File: src/rtl/pla_pkg.sv
// Shared types and sizing for the programmable AND-OR array.
// PLA_INVERT_EN appends a per-output invert mask to the configuration stream.
package pla_pkg;

   typedef enum logic [1:0] {
      UNCFG  = 2'd0,
      LOAD   = 2'd1,
      COMMIT = 2'd2,
      ACTIVE = 2'd3
   } cfg_state_e;

   function automatic int cfg_bits(input int n_in, input int n_terms, input int n_out);
`ifdef PLA_INVERT_EN
      return n_terms * n_in + n_out * n_terms + n_out;
`else
      return n_terms * n_in + n_out * n_terms;
`endif
   endfunction

endpackage

File: src/rtl/pla_cfg_loader.sv
// Serial configuration loader: shifts a bit stream into a shadow register and
// commits it atomically to the active mask vector.
module pla_cfg_loader
   import pla_pkg::*;
#(
   parameter int N_IN    = 6,
   parameter int N_TERMS = 4,
   parameter int N_OUT   = 2,
   parameter int CFG_W   = cfg_bits(N_IN, N_TERMS, N_OUT)
) (
   input  logic             clk,
   input  logic             rst_n,
   input  logic             cfg_start,
   input  logic             cfg_valid,
   input  logic             cfg_bit,
   output logic             cfg_ready,
   output logic             cfg_done,
   output logic             cfg_loaded,
   output logic [CFG_W-1:0] active_cfg
);

   localparam int CNT_W = $clog2(CFG_W + 1);
   localparam logic [CNT_W-1:0] LAST_IDX = CNT_W'(CFG_W - 1);

   cfg_state_e       state_q, state_d;
   logic [CNT_W-1:0] cnt_q, cnt_d;
   logic [CFG_W-1:0] shadow_q, shadow_d;
   logic [CFG_W-1:0] active_q, active_d;
   logic             ready_q, ready_d;
   logic             done_q, done_d;
   logic             loaded_q, loaded_d;

   // Next-state logic; the active copy is taken on the edge that accepts the final bit.
   always_comb begin
      state_d  = state_q;
      cnt_d    = cnt_q;
      shadow_d = shadow_q;
      active_d = active_q;
      done_d   = 1'b0;
      loaded_d = loaded_q;
      case (state_q)
         UNCFG, ACTIVE: begin
            if (cfg_start) begin
               state_d  = LOAD;
               cnt_d    = {CNT_W{1'b0}};
               shadow_d = {CFG_W{1'b0}};
            end else begin
               state_d = state_q;
            end
         end
         LOAD: begin
            if (cfg_start) begin
               cnt_d    = {CNT_W{1'b0}};
               shadow_d = {CFG_W{1'b0}};
            end else if (cfg_valid) begin
               // Shift right so the first bit received lands in bit 0.
               shadow_d = {cfg_bit, shadow_q[CFG_W-1:1]};
               if (cnt_q == LAST_IDX) begin
                  state_d  = COMMIT;
                  cnt_d    = {CNT_W{1'b0}};
                  active_d = shadow_d;
                  done_d   = 1'b1;
                  loaded_d = 1'b1;
               end else begin
                  cnt_d = cnt_q + CNT_W'(1);
               end
            end else begin
               state_d = state_q;
            end
         end
         COMMIT: begin
            state_d = ACTIVE;
         end
         default: begin
            state_d = UNCFG;
         end
      endcase
      ready_d = (state_d == LOAD);
   end

   // Loader state registers.
   always_ff @(posedge clk or negedge rst_n) begin
      if (!rst_n) begin
         state_q  <= UNCFG;
         cnt_q    <= {CNT_W{1'b0}};
         shadow_q <= {CFG_W{1'b0}};
         active_q <= {CFG_W{1'b0}};
         ready_q  <= 1'b0;
         done_q   <= 1'b0;
         loaded_q <= 1'b0;
      end else begin
         state_q  <= state_d;
         cnt_q    <= cnt_d;
         shadow_q <= shadow_d;
         active_q <= active_d;
         ready_q  <= ready_d;
         done_q   <= done_d;
         loaded_q <= loaded_d;
      end
   end

   assign cfg_ready  = ready_q;
   assign cfg_done   = done_q;
   assign cfg_loaded = loaded_q;
   assign active_cfg = active_q;

endmodule

File: src/rtl/pla_and_or.sv
// Field-programmable AND-OR array with a registered one-cycle evaluation stage.
// Define PLA_INVERT_EN to make each output AND-OR-INVERT under a configurable mask.
module pla_and_or
   import pla_pkg::*;
#(
   parameter int N_IN    = 6,
   parameter int N_TERMS = 4,
   parameter int N_OUT   = 2
) (
   input  logic             clk,
   input  logic             rst_n,
   input  logic             in_valid,
   input  logic [N_IN-1:0]  in_data,
   output logic             out_valid,
   output logic [N_OUT-1:0] out_data,
   input  logic             cfg_start,
   input  logic             cfg_valid,
   input  logic             cfg_bit,
   output logic             cfg_ready,
   output logic             cfg_done,
   output logic             cfg_loaded
);

   localparam int CFG_W   = cfg_bits(N_IN, N_TERMS, N_OUT);
   localparam int OR_BASE = N_TERMS * N_IN;
`ifdef PLA_INVERT_EN
   localparam int INV_BASE = OR_BASE + N_OUT * N_TERMS;
`endif

   logic [CFG_W-1:0]   active_s;
   logic [N_IN-1:0]    and_m_s;
   logic [N_TERMS-1:0] or_m_s;
   logic [N_TERMS-1:0] term_s;
   logic [N_OUT-1:0]   eval_s;

   logic               out_valid_q, out_valid_d;
   logic [N_OUT-1:0]   out_data_q, out_data_d;

   pla_cfg_loader #(
      .N_IN    (N_IN),
      .N_TERMS (N_TERMS),
      .N_OUT   (N_OUT),
      .CFG_W   (CFG_W)
   ) u_loader (
      .clk        (clk),
      .rst_n      (rst_n),
      .cfg_start  (cfg_start),
      .cfg_valid  (cfg_valid),
      .cfg_bit    (cfg_bit),
      .cfg_ready  (cfg_ready),
      .cfg_done   (cfg_done),
      .cfg_loaded (cfg_loaded),
      .active_cfg (active_s)
   );

   // Product terms and OR plane; an empty AND mask disables its term.
   always_comb begin
      and_m_s = {N_IN{1'b0}};
      or_m_s  = {N_TERMS{1'b0}};
      term_s  = {N_TERMS{1'b0}};
      eval_s  = {N_OUT{1'b0}};
      for (int t = 0; t < N_TERMS; t++) begin
         and_m_s   = active_s[t*N_IN +: N_IN];
         term_s[t] = (|and_m_s) & ((in_data & and_m_s) == and_m_s);
      end
      for (int o = 0; o < N_OUT; o++) begin
         or_m_s    = active_s[OR_BASE + o*N_TERMS +: N_TERMS];
         eval_s[o] = |(term_s & or_m_s);
      end
`ifdef PLA_INVERT_EN
      eval_s = eval_s ^ active_s[INV_BASE +: N_OUT];
`endif
   end

   // Output stage; data holds its last value while no input is valid.
   always_comb begin
      out_valid_d = in_valid;
      if (in_valid) begin
         out_data_d = eval_s;
      end else begin
         out_data_d = out_data_q;
      end
   end

   // Output registers.
   always_ff @(posedge clk or negedge rst_n) begin
      if (!rst_n) begin
         out_valid_q <= 1'b0;
         out_data_q  <= {N_OUT{1'b0}};
      end else begin
         out_valid_q <= out_valid_d;
         out_data_q  <= out_data_d;
      end
   end

   assign out_valid = out_valid_q;
   assign out_data  = out_data_q;

endmodule

File: config.mk
export PLATFORM = sky130hd
export DESIGN_NAME = pla_and_or
export DESIGN_NICKNAME = d
export VERILOG_FILES = /design/src/rtl/pla_pkg.sv /design/src/rtl/pla_cfg_loader.sv /design/src/rtl/pla_and_or.sv
export SDC_FILE = /design/constraint.sdc
export NUM_CORES = 1
export LEC_CHECK = 0
export CORE_MARGIN = 10
export CORE_UTILIZATION = 64
export DETAILED_ROUTE_END_ITERATION = 7
export PLACE_DENSITY = 0.84
export SYNTH_ARGS = -nofsm -noshare
export SYNTH_HDL_FRONTEND = slang
export SYNTH_SLANG_ARGS = --single-unit
File: constraint.sdc
create_clock -name clk -period 3.15 [get_ports clk]
set_input_delay 0.63 -clock clk [delete_from_list [all_inputs] [get_ports clk]]
set_output_delay 0.63 -clock clk [all_outputs]
set_load 0.03 [all_outputs]
# [Word-level counts from Yosys, hierarchy flattened]
# Index checks and enable logic that the tools add are counted.
[totals] regBits=78 out_inout_bits=6 in_bits=12 word_cells=61
[classes] eq_ne=11 mux=18 n_bitwise=11 n_addsub=1 n_reduce_logical=11
[op_table] op="$mux W32" count=3
[op_table] op="$pmux W32 S2" count=1
[op_table] op="$and A6 B6 Y6" count=4
[op_table] op="$eq A6 B6 Y1" count=4
[op_table] op="$mux W6" count=4
[op_table] op="$reduce_or A6 Y1" count=4
[op_table] op="$pmux W6 S2" count=1
[op_table] op="$and A4 B4 Y4" count=2
[op_table] op="$mux W2" count=4
[op_table] op="$reduce_or A4 Y1" count=2
[op_table] op="$add A6 B1 Y6 const B" count=1
[op_table] op="$eq A6 B5 Y1 const B" count=1
[op_table] op="$pmux W2 S3" count=1
[op_table] op="$and A1 B1 Y1" count=4
[op_table] op="$eq A2 B1 Y1 const B" count=2
[op_table] op="$eq A2 B2 Y1 const B" count=2
[op_table] op="$mux W1" count=4
[op_table] op="$reduce_and A4 Y1" count=1
[op_table] op="$ne A3 B3 Y1 const B" count=1
[op_table] op="$reduce_and A3 Y1" count=1
[op_table] op="$logic_not A2 Y1" count=1
[op_table] op="$ne A2 B2 Y1 const B" count=1
[op_table] op="$reduce_bool A2 Y1" count=1
[op_table] op="$reduce_or A2 Y1" count=1
[op_table] op="$not A1 Y1" count=1

# [Logic depth before layout (Yosys ltp)]
[depth] depth_word=6 ltp_mapped=8 ltp_nobuf=7

# [Cells and area by module]
# From an unflattened synthesis, not the netlist that was laid out.
[hier_totals] cells_unflattened=323 hier_area_um2=3472.1
[modules_own_cells] mod="pla_cfg_loader" cells_per_inst=276 seq_area_each_um2=1851.8 instances=1 area_each_um2=3109.2
[modules_own_cells] mod="pla_and_or" cells_per_inst=47 seq_area_each_um2=75.1 instances=1 area_each_um2=362.8

# [Least setup slack after synthesis]
# OpenSTA, ideal clock, no wires.
[synth_timing] path_type="input-to-reg" from="input cfg_valid" to="register u_loader.active_q[0], in the netlist u_loader.active_cfg[0]" cell_stages=5 setup_time_ns=0.125 t_required_ns=3.025 arrival_time_ns=1.616 n_path_buf=1 setup_slack_ns=1.409 path_cell_list="inv_1 -> nor4_4 -> nand2_4 -> buf_6 -> mux2_4"
[synth_via] elab_chain_len=1
[synth_lines] element="from (decl)" line_no="pla_and_or.sv:17" text="input logic cfg_valid,"
[synth_lines] element="$reduce_and A4 Y1 (no source line)"
[synth_lines] element="to (signal assigned)" line_no="pla_cfg_loader.sv:87" text="active_q <= {CFG_W{1'b0}};"
[synth_lines] element="to (signal assigned)" line_no="pla_cfg_loader.sv:95" text="active_q <= active_d;"
[synth_lines] element="to (decl)" line_no="pla_cfg_loader.sv:28" text="logic [CFG_W-1:0] active_q, active_d;"
# Every way passes these cells.
# A chain may end at the register's enable or synchronous reset.

# [Worst setup path in the final report]
[layout_timing] from="input cfg_start" to="register u_loader.active_q[10], in the netlist u_loader.active_cfg[10]"
[layout_via] elab_chain_len=2
[layout_lines] element="from (decl)" line_no="pla_and_or.sv:16" text="input logic cfg_start,"
[layout_lines] element="$not A1 Y1 (no source line)"
[layout_lines] element="$reduce_and A4 Y1 (no source line)"
# Every way passes these cells.

==> reports/metrics.cfg <==
[final_layout]
area_growth_pct=12.6
drive_gt1_frac=0.159
nets=350
stdcell_area_sq_mm=0.00392
diodes=0
instances_no_fill=410

[place]
numPortBuffers=17
dp_hpwl_microns=4560
place_area_sq_mm=0.00369
placed_cells=394
place_congestion=0.819

[sta]
rsz0062_at_grt=false
tightest_slew_ns=0.932
slew_viol_final=0
skew_ns=0.00864
finalCriticalPeriod_ns=2.30
relSlewSlack=0.379
max_freq_ghz=0.434
finalHoldViolCount=0
finalSetupViolations=0
whs_ns=0.432
tns_ns=0
min_period_over_period=0.732

[clock_tree]
cts-hold-fix-buffers=0
cts_resized=0
cts.path.max_buffers=2
cts_tree=done
clock-sinks=77
clk_pin_slew_worst_paths_ns=0.08
clock_latency_ns=0.35
cts_root_buf=clkbuf_8
cts_made_buffers=9
h-tree-depth=3
post-cts-setup-buffers=0

[power]
vdd_drop_max_uv=416
p_leak_nw=1.84
cellPowerDensity_mw_per_mm2=578
p_total_mw=2.26

[global_route]
grt_pass1_vias=2384
antenna_found_initial=0
grtUsageTotal=0.173
grt_max_degree=78
grt_pass1_wl_microns=12000
overflow=0

[synthesis]
seq_area_frac_synth=0.554
synth.net_count=333
ys_ff_latch=77
syn-cell-area_sq_mm=0.00348
netlist_instances=318
avgSynthCellArea_sq_um=10.9
yosys_warnings=0
synth_flop_cell=dfrtp_1
synth_edf_count=0
synthArstFlopShare=1.00
synth.distinct_cells=33

[drt]
drt_wl_total_microns=6960
ant_nets=0
viasPerCell=5.67
first_pass_iters=4
drtIter0Drc=133
vias=2323
wl_per_cell_microns=17.0
drc=0

[floorplanning]
row_count=26
start_util=0.672
core_sq_mm=0.00517
io_pins=18
dieWidth_microns=93.7
dieArea_sq_mm=0.00878
dieHeight_microns=93.7

[critical_path]
reg2reg_slack_ns=1.08
regToRegEndpoint=u_loader.active_cfg[10]
worstSetupPathType=primary input to register
worstPathArrival_ns=2.53
critPathCaptureType=register
cp-start-kind=primary input
r2r_start=u_loader.cnt_q[0]
cp.required_ns=3.38
cp_max_fo=32
r2r.worst_path.cells=5

[run_status]
outcome=complete, no violations

[job]
max_cap_viol_count=0

[worst_hold_path]
hold_class=primary input to async pin

## cells in the final DEF, fill, tap and decap left out, types with 3 or more instances in the layout
master / Yosys / layout
a2111oi_0: 4 / 4
a211oi_1: 3 / 3
a21oi_1: 3 / 3
buf_4: 0 / 4
clkbuf_8: 0 / 10
clkdlybuf4s50_1: 0 / 16
dfrtp_1: 77 / 77
ha_1: 3 / 3
inv_1: 11 / 11
mux2_4: 28 / 28
nand2_1: 67 / 67
nand2b_1: 4 / 4
nand3_1: 10 / 10
nor2_1: 8 / 8
nor2b_1: 21 / 21
nor4_1: 3 / 3
o21ai_0: 41 / 41
o31ai_1: 3 / 3
## flip-flops by register name (all words and copies together), names as in the netlist
| name | cells |
|---|---|
| out_data | 2 |
| out_valid | 1 |
| u_loader.active_cfg | 32 |
| u_loader.cfg_done | 1 |
| u_loader.cfg_loaded | 1 |
| u_loader.cfg_ready | 1 |
| u_loader.cnt_q | 6 |
| u_loader.shadow_q | 31 |
| u_loader.state_q | 2 |
## kinds of logic after synthesis
logic type               count (synthesis)  share of synthesized area
adder cells (fa/ha/maj)                  3                     0.0108
AO/OA/AOI/OAI                           63                      0.108
flip-flops                              77                      0.554
multiplexers                            30                      0.127
buffers and inverters                   25                     0.0338
AND/OR/NAND/NOR                        120                      0.166
## power by group
part | switching, mW | internal, mW | leakage (nW)
Combinational | 0.280 | 0.106 | 0.673
Clock | 0.358 | 0.466 | 0.112
Sequential | 0.0308 | 1.02 | 1.05
## worst max-delay path, stage by stage
cell and delay, ns:
clkdlybuf4s50_1 0.55, nor4_4 0.48, nand2_4 0.41, mux2_4 0.43
## final cells by class
type | instances | area, sq um
Clock buffer | 10 | 138
Clock inverter | 6 | 86.3
Fill cell | 301 | 1260
Inverter | 11 | 41.3
Multi-Input combinational cell | 216 | 1450
Sequential cell | 77 | 1930
Tap cell | 70 | 87.6
Timing Repair Buffer | 20 | 190
## worst max-delay path by stage
stage	slack (ns)	start	cells after the start	end
final	0.85	cfg_start	4	u_loader.active_cfg[10]
after global routing	0.76	cfg_start	4	u_loader.active_cfg[10]
after CTS	0.88	cfg_start	4	u_loader.active_cfg[10]
after detailed placement	0.50	cfg_start	4	u_loader.active_cfg[0]
after global placement	0.58	cfg_start	4	u_loader.active_cfg[9]
after floorplan	1.41	cfg_valid	5	u_loader.active_cfg[0]
## per-stage QoR
step                worst slack [ns]   util
floorplan                       1.41      -
global placement               0.583  0.714
detailed placement             0.497  0.714
CTS                            0.877  0.757
global route                   0.755  0.757
finish                         0.845  0.757
## routing by layer
metal,vias up,GRT usage,wire [microns]
met5,-,0,0
met4,0,0.0620,153
met3,17,0.0568,294
met2,59,0.272,3400
met1,1124,0.219,3110
li1,1123,-,-
## cells in the mapped netlist, types with 3 or more instances
| master | number | area, sq um |
|---|---|---|
| dfrtp_1 | 77 | 1930 |
| nand2_1 | 67 | 251 |
| o21ai_0 | 41 | 205 |
| mux2_4 | 28 | 420 |
| nor2b_1 | 21 | 131 |
| inv_1 | 11 | 41.3 |
| clkbuf_1 | 10 | 37.5 |
| nand3_1 | 10 | 50.1 |
| nor2_1 | 8 | 30.0 |
| a2111oi_0 | 4 | 35.0 |
| nand2b_1 | 4 | 25.0 |
| a211oi_1 | 3 | 22.5 |
| a21oi_1 | 3 | 15.0 |
| buf_6 | 3 | 33.8 |
| ha_1 | 3 | 37.5 |
| nor4_1 | 3 | 18.8 |
| o31ai_1 | 3 | 22.5 |
No activity file was read; power rests on OpenSTA's default activity.
